<file path="src/rtl/pc_sequencer_pkg.sv">
// rtl/pc_sequencer_pkg.sv - shared width, reset PC and state encoding for the PC sequencer
package pc_sequencer_pkg;

    localparam int PC_WIDTH = 32;
    localparam logic [PC_WIDTH-1:0] RESET_PC_DEFAULT = '0;

    typedef enum logic [1:0] {
        ST_BOOT   = 2'd0,
        ST_RUN    = 2'd1,
        ST_HALTED = 2'd2
    } seq_state_e;

endpackage

</file>
<file path="src/rtl/pc_sequencer_if.sv">
// rtl/pc_sequencer_if.sv - control/status bundle between fetch control and the PC sequencer
interface pc_sequencer_if #(
    parameter int WIDTH = 32
);
    logic             stall;
    logic             branch_taken;
    logic             call;
    logic             ret;
    logic [WIDTH-1:0] branch_target;
    logic             halt;
    logic             resume;
    logic [WIDTH-1:0] pc;
    logic [WIDTH-1:0] pc_plus1;
    logic             fetch_valid;
    logic             ras_empty;
    logic             ras_full;
    logic             ras_overflow;
    logic             ras_underflow;

    modport master (
        output stall, branch_taken, call, ret, branch_target, halt, resume,
        input  pc, pc_plus1, fetch_valid, ras_empty, ras_full, ras_overflow, ras_underflow
    );

    modport slave (
        input  stall, branch_taken, call, ret, branch_target, halt, resume,
        output pc, pc_plus1, fetch_valid, ras_empty, ras_full, ras_overflow, ras_underflow
    );
endinterface

</file>
<file path="src/rtl/pc_sequencer_inc.sv">
// rtl/pc_sequencer_inc.sv - word-address PC incrementer, wraps modulo 2^WIDTH
module pc_sequencer_inc #(
    parameter int WIDTH = 32
) (
    input  logic [WIDTH-1:0] a,
    output logic [WIDTH-1:0] sum
);
    assign sum = a + WIDTH'(1);
endmodule

</file>
<file path="src/rtl/pc_sequencer_ras_stack.sv">
// rtl/pc_sequencer_ras_stack.sv - circular return-address stack; push+pop together replaces the top
module pc_sequencer_ras_stack #(
    parameter int WIDTH = 32,
    parameter int DEPTH = 4
) (
    input  logic             clk,
    input  logic             rst_n,
    input  logic             push,
    input  logic             pop,
    input  logic [WIDTH-1:0] push_data,
    output logic [WIDTH-1:0] top_data,
    output logic             empty,
    output logic             full,
    output logic             overflow,
    output logic             underflow
);
    localparam int PTR_W = $clog2(DEPTH);
    localparam int CNT_W = $clog2(DEPTH + 1);

    logic [WIDTH-1:0] mem_q [DEPTH];
    logic [WIDTH-1:0] mem_d [DEPTH];
    logic [PTR_W-1:0] top_q, top_d;
    logic [CNT_W-1:0] cnt_q, cnt_d;

    assign empty    = (cnt_q == '0);
    assign full     = (cnt_q == CNT_W'(DEPTH));
    assign top_data = mem_q[top_q];

    always_comb begin
        mem_d     = mem_q;
        top_d     = top_q;
        cnt_d     = cnt_q;
        overflow  = 1'b0;
        underflow = 1'b0;
        if (push && pop) begin
            if (empty) underflow = 1'b1;
            else       mem_d[top_q] = push_data;
        end else if (push) begin
            // When full, the slot after top is the oldest entry, so it is overwritten in place.
            top_d        = top_q + PTR_W'(1);
            mem_d[top_d] = push_data;
            if (full) overflow = 1'b1;
            else      cnt_d = cnt_q + CNT_W'(1);
        end else if (pop) begin
            if (empty) begin
                underflow = 1'b1;
            end else begin
                top_d = top_q - PTR_W'(1);
                cnt_d = cnt_q - CNT_W'(1);
            end
        end
    end

    always_ff @(posedge clk or negedge rst_n) begin
        if (!rst_n) begin
            for (int i = 0; i < DEPTH; i++) mem_q[i] <= '0;
            top_q <= '0;
            cnt_q <= '0;
        end else begin
            mem_q <= mem_d;
            top_q <= top_d;
            cnt_q <= cnt_d;
        end
    end
endmodule

</file>
<file path="src/rtl/pc_sequencer.sv">
// rtl/pc_sequencer.sv - fetch-stage PC register, next-PC selection, RAS and boot/run/halt tracking
module pc_sequencer
    import pc_sequencer_pkg::*;
#(
    parameter int               WIDTH     = PC_WIDTH,
    parameter logic [WIDTH-1:0] RESET_PC  = RESET_PC_DEFAULT,
    parameter int               RAS_DEPTH = 4
) (
    input  logic           clk,
    input  logic           rst_n,
    pc_sequencer_if.slave  bus
);
    seq_state_e       state_q, state_d;
    logic [WIDTH-1:0] pc_q, pc_d;
    logic [WIDTH-1:0] pc_plus1;
    logic             ovf_q, ovf_d;
    logic             unf_q, unf_d;
    logic             ras_push, ras_pop;
    logic [WIDTH-1:0] ras_top;
    logic             ras_empty, ras_full, ras_ovf_pulse, ras_unf_pulse;

    pc_sequencer_inc #(.WIDTH(WIDTH)) u_inc (
        .a   (pc_q),
        .sum (pc_plus1)
    );

    pc_sequencer_ras_stack #(.WIDTH(WIDTH), .DEPTH(RAS_DEPTH)) u_ras (
        .clk       (clk),
        .rst_n     (rst_n),
        .push      (ras_push),
        .pop       (ras_pop),
        .push_data (pc_plus1),
        .top_data  (ras_top),
        .empty     (ras_empty),
        .full      (ras_full),
        .overflow  (ras_ovf_pulse),
        .underflow (ras_unf_pulse)
    );

    // halt outranks stall and every redirect: the halting edge leaves pc and RAS untouched.
    always_comb begin
        state_d  = state_q;
        pc_d     = pc_q;
        ras_push = 1'b0;
        ras_pop  = 1'b0;
        case (state_q)
            ST_BOOT: state_d = ST_RUN;
            ST_RUN: begin
                if (bus.halt) begin
                    state_d = ST_HALTED;
                end else if (!bus.stall) begin
                    ras_push = bus.call;
                    ras_pop  = bus.ret;
                    if (bus.ret)                           pc_d = ras_empty ? pc_plus1 : ras_top;
                    else if (bus.call || bus.branch_taken) pc_d = bus.branch_target;
                    else                                   pc_d = pc_plus1;
                end
            end
            ST_HALTED: if (bus.resume) state_d = ST_RUN;
            default:   state_d = ST_BOOT;
        endcase
    end

    assign ovf_d = ovf_q | ras_ovf_pulse;
    assign unf_d = unf_q | ras_unf_pulse;

    always_ff @(posedge clk or negedge rst_n) begin
        if (!rst_n) begin
            state_q <= ST_BOOT;
            pc_q    <= RESET_PC;
            ovf_q   <= 1'b0;
            unf_q   <= 1'b0;
        end else begin
            state_q <= state_d;
            pc_q    <= pc_d;
            ovf_q   <= ovf_d;
            unf_q   <= unf_d;
        end
    end

    assign bus.pc            = pc_q;
    assign bus.pc_plus1      = pc_plus1;
    assign bus.fetch_valid   = (state_q == ST_RUN);
    assign bus.ras_empty     = ras_empty;
    assign bus.ras_full      = ras_full;
    assign bus.ras_overflow  = ovf_q;
    assign bus.ras_underflow = unf_q;
endmodule

</file>
<file path="src/flat_wrapper.sv">
// flat-port wrapper written by rule: the top's interface ports become plain ports
module pc_sequencer_flat import pc_sequencer_pkg::*;
#(
    parameter int               WIDTH     = PC_WIDTH,
    parameter logic [WIDTH-1:0] RESET_PC  = RESET_PC_DEFAULT,
    parameter int               RAS_DEPTH = 4
)
  (clk, rst_n, bus_stall, bus_branch_taken, bus_call, bus_ret, bus_branch_target, bus_halt, bus_resume, bus_pc, bus_pc_plus1, bus_fetch_valid, bus_ras_empty, bus_ras_full, bus_ras_overflow, bus_ras_underflow);
  pc_sequencer_if #(.WIDTH(WIDTH)) bus_i ();
  input  logic clk;
  input  logic rst_n;
  input wire logic [$bits(bus_i.stall)-1:0] bus_stall;
  input wire logic [$bits(bus_i.branch_taken)-1:0] bus_branch_taken;
  input wire logic [$bits(bus_i.call)-1:0] bus_call;
  input wire logic [$bits(bus_i.ret)-1:0] bus_ret;
  input wire logic [$bits(bus_i.branch_target)-1:0] bus_branch_target;
  input wire logic [$bits(bus_i.halt)-1:0] bus_halt;
  input wire logic [$bits(bus_i.resume)-1:0] bus_resume;
  output wire logic [$bits(bus_i.pc)-1:0] bus_pc;
  output wire logic [$bits(bus_i.pc_plus1)-1:0] bus_pc_plus1;
  output wire logic [$bits(bus_i.fetch_valid)-1:0] bus_fetch_valid;
  output wire logic [$bits(bus_i.ras_empty)-1:0] bus_ras_empty;
  output wire logic [$bits(bus_i.ras_full)-1:0] bus_ras_full;
  output wire logic [$bits(bus_i.ras_overflow)-1:0] bus_ras_overflow;
  output wire logic [$bits(bus_i.ras_underflow)-1:0] bus_ras_underflow;
  assign bus_i.stall = bus_stall;
  assign bus_i.branch_taken = bus_branch_taken;
  assign bus_i.call = bus_call;
  assign bus_i.ret = bus_ret;
  assign bus_i.branch_target = bus_branch_target;
  assign bus_i.halt = bus_halt;
  assign bus_i.resume = bus_resume;
  assign bus_pc = bus_i.pc;
  assign bus_pc_plus1 = bus_i.pc_plus1;
  assign bus_fetch_valid = bus_i.fetch_valid;
  assign bus_ras_empty = bus_i.ras_empty;
  assign bus_ras_full = bus_i.ras_full;
  assign bus_ras_overflow = bus_i.ras_overflow;
  assign bus_ras_underflow = bus_i.ras_underflow;
  pc_sequencer #(.WIDTH(WIDTH), .RESET_PC(RESET_PC), .RAS_DEPTH(RAS_DEPTH)) u_core (.clk(clk), .rst_n(rst_n), .bus(bus_i));
endmodule
</file>
<file path="config.mk">
export PLATFORM = sky130hd
export DESIGN_NAME = pc_sequencer_flat
export DESIGN_NICKNAME = d
export VERILOG_FILES = /design/src/rtl/pc_sequencer_pkg.sv /design/src/rtl/pc_sequencer_if.sv /design/src/rtl/pc_sequencer_inc.sv /design/src/rtl/pc_sequencer_ras_stack.sv /design/src/rtl/pc_sequencer.sv /design/src/flat_wrapper.sv
export SDC_FILE = /design/constraint.sdc
export NUM_CORES = 1
export LEC_CHECK = 0
export ABC_AREA = 1
export CORE_ASPECT_RATIO = 1.2
export CORE_UTILIZATION = 46
export CTS_CLUSTER_SIZE = 12
export DETAILED_ROUTE_END_ITERATION = 7
export PLACE_DENSITY = 0.71
export SYNTH_ARGS = -nofsm -noshare
export SYNTH_HDL_FRONTEND = slang
export SYNTH_HIERARCHICAL = 1
export SYNTH_SLANG_ARGS = --single-unit
</file>
<file path="constraint.sdc">
create_clock -name clk -period 3.66 [get_ports clk]
set_clock_uncertainty 0.05 [all_clocks]
set_input_delay 1.098 -clock clk [delete_from_list [all_inputs] [get_ports clk]]
set_output_delay 1.098 -clock clk [all_outputs]
set_load 0.03 [all_outputs]
</file>
Yosys cells after proc, flatten, opt, wreduce, memory -nomap -nowiden
Cells that the tools add are included.
{"block": "op_classes", "addsub": 5, "mul": 0, "div": 0, "order_cmp": 4, "n_eq_ne": 8, "shifts": 0, "n_mux": 38, "bitwise": 7, "reduce_logical": 13}
{"cell": "128-bit 2-to-1 mux", "count": 3}
{"cell": "128-bit bitwise mux", "count": 2}
{"cell": "32-bit 2-to-1 mux", "count": 7}
{"cell": "32-bit demux with 2-bit select", "count": 2}
{"cell": "32-bit binary-select mux with 2-bit select", "count": 1}
{"cell": "32-bit by 1-bit adder with 32-bit output, second input constant", "count": 1}
{"cell": "1-bit 2-to-1 mux", "count": 13}
{"cell": "3-bit 2-to-1 mux", "count": 4}
{"cell": "2-bit 2-to-1 mux", "count": 5}
{"cell": "2-bit inequality test, second input constant", "count": 5}
{"cell": "3-bit greater-or-equal comparator, second input constant", "count": 2}
{"cell": "3-bit by 1-bit less-than comparator with 1-bit output, second input constant", "count": 2}
{"cell": "2-bit NOT with 3-bit output", "count": 2}
{"cell": "2-bit one-hot mux with 3 select lines", "count": 1}
{"cell": "3-bit AND reduction", "count": 2}
{"cell": "2-bit AND reduction", "count": 2}
{"cell": "4-bit AND reduction", "count": 1}
{"cell": "2-bit nonzero test", "count": 2}
{"cell": "3-bit by 1-bit adder with 3-bit output, second input constant", "count": 1}
{"cell": "3-bit equality test, second input constant", "count": 1}
{"cell": "1-bit logical AND", "count": 3}
{"cell": "3-bit zero test", "count": 1}
{"cell": "1-bit NOT", "count": 3}
{"cell": "3-bit by 1-bit subtractor with 3-bit output, second input constant", "count": 1}
{"cell": "7 further kinds", "count": 8}
{"block": "totals", "reg_bits": 169, "latch_bits": 0, "ram_bits": 0, "mem_bits_ro": 0, "output_inout_bits": 69, "word_cells": 85, "n_memories": 0}

Longest topological paths before layout
{"block": "logic_depth", "depth_word": 9, "depth_mapped": 15}

Cells and area by module
Netlist, hierarchy kept.
{"mod": "pc_sequencer_ras_stack", "instances": 1, "cells_per_inst": 818, "area_each_um2": 6880.3, "seq_area_each_um2": 3328.2}
{"mod": "pc_sequencer", "instances": 1, "cells_per_inst": 499, "area_each_um2": 2811.4, "seq_area_each_um2": 900.9}
{"mod": "pc_sequencer_inc", "instances": 1, "cells_per_inst": 192, "area_each_um2": 944.7, "seq_area_each_um2": 0.0}

Worst setup path after synthesis
Ideal clock, no wire load.
{"block": "synth_timing", "path_type": "input-to-reg", "from": "input port bus_halt", "to": "register u_core.u_ras.cnt_q[2]", "setup_ns": 0.117, "t_arrival_ns": 2.967, "required_time_ns": 3.493, "path_slack_ns": 0.526, "stages": 15, "path_cell_list": "inv_1 > nand2_1 > nor2_2 > buf_6 > buf_6 > inv_1 > nor2_1 > buf_6 > inv_1 > fa_1 > xor2_1 > nand2_1 > nand2_1 > nand2_1 > nand2_1"}
{"block": "synth_via", "elab_chain_cells": 5}
{"element": "from (decl)", "line_no": "flat_wrapper.sv:17", "source": "input wire logic [$bits(bus_i.halt)-1:0] bus_halt;"}
{"element": "1-bit 2-to-1 mux (*)", "line_no": "pc_sequencer.sv:49", "source": "if (bus.halt) begin"}
{"element": "1-bit 2-to-1 mux (*)", "line_no": "pc_sequencer.sv:46", "source": "case (state_q)"}
{"element": "named net u_core.ras_push", "line_no": "pc_sequencer.sv:18", "source": "logic ras_push, ras_pop;"}
{"element": "parallel branches: the longest is 3 deep, another holds 4-bit AND reduction"}
{"element": "to (signal assigned)", "line_no": "pc_sequencer_ras_stack.sv:62", "source": "cnt_q <= cnt_d;"}
{"element": "to (decl)", "line_no": "pc_sequencer_ras_stack.sv:23", "source": "logic [CNT_W-1:0] cnt_q, cnt_d;"}
Mark *: on every way through the listed nets, which the timed path passes.
A chain may end at the register's enable or synchronous reset.

Worst setup path after layout
{"block": "layout_timing", "from": "register u_core.pc_q[0] (netlist: u_core/bus.pc[0])", "to": "output port bus_pc_plus1[21]"}
{"block": "layout_via", "elab_chain_cells": 1}
{"element": "from (decl)", "line_no": "pc_sequencer.sv:14", "source": "logic [WIDTH-1:0] pc_q, pc_d;"}
{"element": "from (signal assigned)", "line_no": "pc_sequencer.sv:75", "source": "pc_q <= pc_d;"}
{"element": "32-bit by 1-bit adder with 32-bit output", "line_no": "pc_sequencer_inc.sv:8", "source": "assign sum = a + WIDTH'(1);"}
{"element": "to (decl)", "line_no": "flat_wrapper.sv:20", "source": "output wire logic [$bits(bus_i.pc_plus1)-1:0] bus_pc_plus1;"}
No other way between the ends.

==> metrics.yaml <==
route:
  wl_um: 34300
  vias: 10620
  drt_iter0_markers: 1154
  final_antenna_net_count: 0
  wire_per_inst_um: 18.3
  vias_per_cell: 5.65
  drtPass1Iterations: 5
  drc_errors: 0
cells_and_area:
  drive_gt1_share_pct: 9.82
  final_util_pct: 55.1
  post_layout_nonfiller_instances: 1878
  syn_to_final_growth_pct: 16.7
  diodes: 0
  final_nets: 1632
timing:
  tightest_slew_ps: 714
  setup_viol: 0
  fin_crit_sh_pct: 96.6
  clock.fmax_ghz: 0.283
  drv_slew: 0
  hold_violations: 0
  finalWorstPathRequiredPeriod_ps: 3540
  fin_ws_ps: 124
  fin_tns_setup_ps: 0
  max-slew-margin-rel_pct: 52.4
  rsz0062_at_grt: "false"
worst_hold_path:
  min_from: "u_core/u_ras/mem_q[78]$_DFFE_PN0P_"
  hp-class: "flip-flop to flip-flop"
  hold_depth: 2
  holdPathEnd: "u_core/u_ras/mem_q[78]$_DFFE_PN0P_"
die:
  dieWidth_um: 141
  die_h_um: 169
  core_area_um2: 22500
  io_pins: 109
  fp-row-count: 60
  start_util_pct: 47.2
  dieArea_um2: 23700
pwr:
  p_seq_share_pct: 28.7
  p_sw_share_pct: 50.3
  internal_power_uw: 5910
  p_per_area_nw_per_um2: 958
  peakVddDrop_v: 0.000444
  switching_power_uw: 5980
  p_leak_uw: 0.00631
  total_power_uw: 11900
  combPwrFrac_pct: 55.8
  clockPowerShare_pct: 15.5
grt:
  grt_pass1_wl_um: 54800
  grt_pass1_vias: 9987
  grt_antenna_before_repair: 0
  gr-usage-all-layers_pct: 29.8
  grt_overflow_total: 0
  grt_max_degree: 92
place:
  dp_hpwl_um: 21300
  dp_slack_ps: 178
  placement.io_buffers: 108
  place_inst: 1846
  place.gp.congestion: 0.904
cts:
  cts_hold_buf: 0
  clockBufferDepth: 2
  path_clk_slew_ps: 80
  tritoncts: "yes"
  cts.root.buffer_cell: "clkbuf_16"
  clkSinkCount: 169
  clk-insertion-delay-late_ps: 440
  numCtsBuffers: 17
  cts.htree.levels: 4
logic_synthesis:
  synth_top_cell_area_share_pct: 39.8
  ys_seq_area_share_pct: 39.8
  yosys_warnings: 6
  synthTopCellsByArea: "dfrtp_1 40%, nand2_1 18%, nor2_1 9.2%"
  synth_seq_cells: 169
  ys_types: 32
  synthCells: 1509
  yosysTopAreaCell: "dfrtp_1"
  synth_area_per_cell_um2: 7.05
  syn-num-nets: 1555
  synth_area_um2: 10600
critical_path:
  start_kind: "flip-flop"
  crit_top_cell: "nor2_4"
  r2r-end: "u_core/u_ras/mem_q[28]$_DFFE_PN0P_"
  r2r_start: "u_core/u_ras/top_q[0]$_DFFE_PN0P_"
  path_delay_family: "simple AND/OR/NAND/NOR gates"
  crit_fanout: 7
  worst_path_largest_cell_delay_ps: 450
  slowest_stage: "dlygate4sd2_1"
  rrSetupSlack_ps: 1140
  critical_path_buf_inv_count: 2
  arrival_ps: 2390
  path_cells: "inv_1, nor2_4, nand2_2, nor2_4, nand3b_1, nand2_1, dlygate4sd2_1"
  required_ps: 2510
  rr_worst_depth: 8
  endpoint_kind: "output pin"
  worst-setup-path-type: "flip-flop to output pin"
status:
  status: "completed"
job:
  drv_cap: 0
==> cell usage in the layout, fill, tap and decap left out, drive strengths merged, types with 5 or more instances in the layout <==
cell type	instances
nand4	128
inv	109
xor2	12
nand2	554
dfrtp	169
xnor2	5
clkdlybuf4s50	80
dlygate4sd2	14
clkbuf	21
o21ai	65
nand3b	9
buf	57
ha	5
nor2	276
nand3	46
o22ai	32
==> layout make-up <==
type | count | area [um2]
clock inverter | 14 | 148
sequential | 169 | 4230
tap | 279 | 349
multi-input combinational | 1139 | 5300
inverter | 101 | 384
timing repair buffer | 158 | 1560
clock buffer | 18 | 439
fill | 2123 | 10100
==> worst max-delay path by stage <==
stage | depth (start not counted) | slack [ps] | end | from
4_1_cts | 5 | 10 | bus_pc_plus1[7] | u_core/bus.pc[0]$_DFFE_PN0P_
5_1_grt | 7 | 30 | bus_pc_plus1[21] | u_core/bus.pc[0]$_DFFE_PN0P_
6_report | 7 | 120 | bus_pc_plus1[21] | u_core/bus.pc[0]$_DFFE_PN0P_
3_3_place_gp | 10 | 220 | u_core/u_ras/mem_q[118]$_DFFE_PN0P_ | bus_halt
2_1_floorplan | 15 | 530 | u_core/u_ras/cnt_q[2]$_DFFE_PN0P_ | bus_halt
3_5_place_dp | 10 | 180 | u_core/u_ras/mem_q[28]$_DFFE_PN0P_ | bus_halt
==> cells in the mapped netlist <==
cell / instances
nand3b_1: 9
nor2_8: 1
o21ai_0: 65
clkbuf_4: 2
nand2_1: 517
nor2_2: 7
nor3_1: 1
xor2_1: 11
o22ai_1: 32
nand2_4: 7
xor2_2: 1
dfrtp_1: 169
buf_6: 32
nand3_1: 42
buf_2: 30
nand2_2: 30
nor2_4: 7
nand4_1: 128
inv_1: 99
xnor2_1: 5
fa_1: 1
ha_1: 5
nor2_1: 261
clkinv_4: 1
nand3_4: 4
clkbuf_1: 13
a21oi_1: 1
buf_4: 22
or2_2: 3
inv_2: 1
buf_1: 1
o2bb2ai_1: 1
==> stage by stage <==
step                hold slack (ps)  area, um2
global route                    436      12400
finish                          418      12400
global placement                398      11800
detailed placement              403      11800
floorplan                       387      10600
CTS                             420      12400
==> kinds of logic (layout without fill, tap and decap cells) <==
| kind of cell | count (synthesis) | in the layout | share of synthesized area (%) |
|---|---|---|---|
| compound gates | 99 | 99 | 5.07 |
| xor+xnor | 17 | 17 | 1.47 |
| fa+ha+maj | 6 | 6 | 0.776 |
| buf+inv | 201 | 291 | 10.6 |
| flops | 169 | 169 | 39.8 |
| simple gates | 1017 | 1017 | 42.3 |
==> repair_timing <==
action	CTS	global route
cloned	0	0
buffers inserted	0	0
pin swaps	0	0
resized for setup	17	11
setup endpoints to repair	17	8
==> flip-flops by register name, indices dropped and copies added, names as in the netlist <==
register and cells:
u_core/bus.pc 32, u_core/bus.ras_overflow 1, u_core/state_q 2, u_core/u_ras/mem_q 128, u_core/u_ras/cnt_q 3, u_core/bus.ras_underflow 1
u_core/u_ras/top_q 2
==> worst reg2reg max path: stages (launching register included) <==
cell      delay (ps)
dfrtp_2          780
clkinv_1         200
buf_4            260
ha_1             260
nand2_1          120
nand2_4          120
nand3_4          440
nand2_1          140
nand2_1           90
==> power by group through the flow <==
stage               Sequential, uW  Clock [uW]  Combinational [uW]
floorplan                     3550           0                3960
global placement              3400           0                6510
detailed placement            3410           0                6580
CTS                           3390        1860                6560
global route                  3520        1940                7200
finish                        3410        1840                6630
==> layer usage <==
metal,wire [um],part of all wire (%),vias to the layer above,track usage (%)
met2,16100,47,543,48.6
met3,3220,9.4,64,6.70
met5,0,0,-,0
met1,14200,41,5040,39.3
li1,-,-,4973,-
met4,840,2.4,0,9.45
Power figures use the tool's default switching activity.
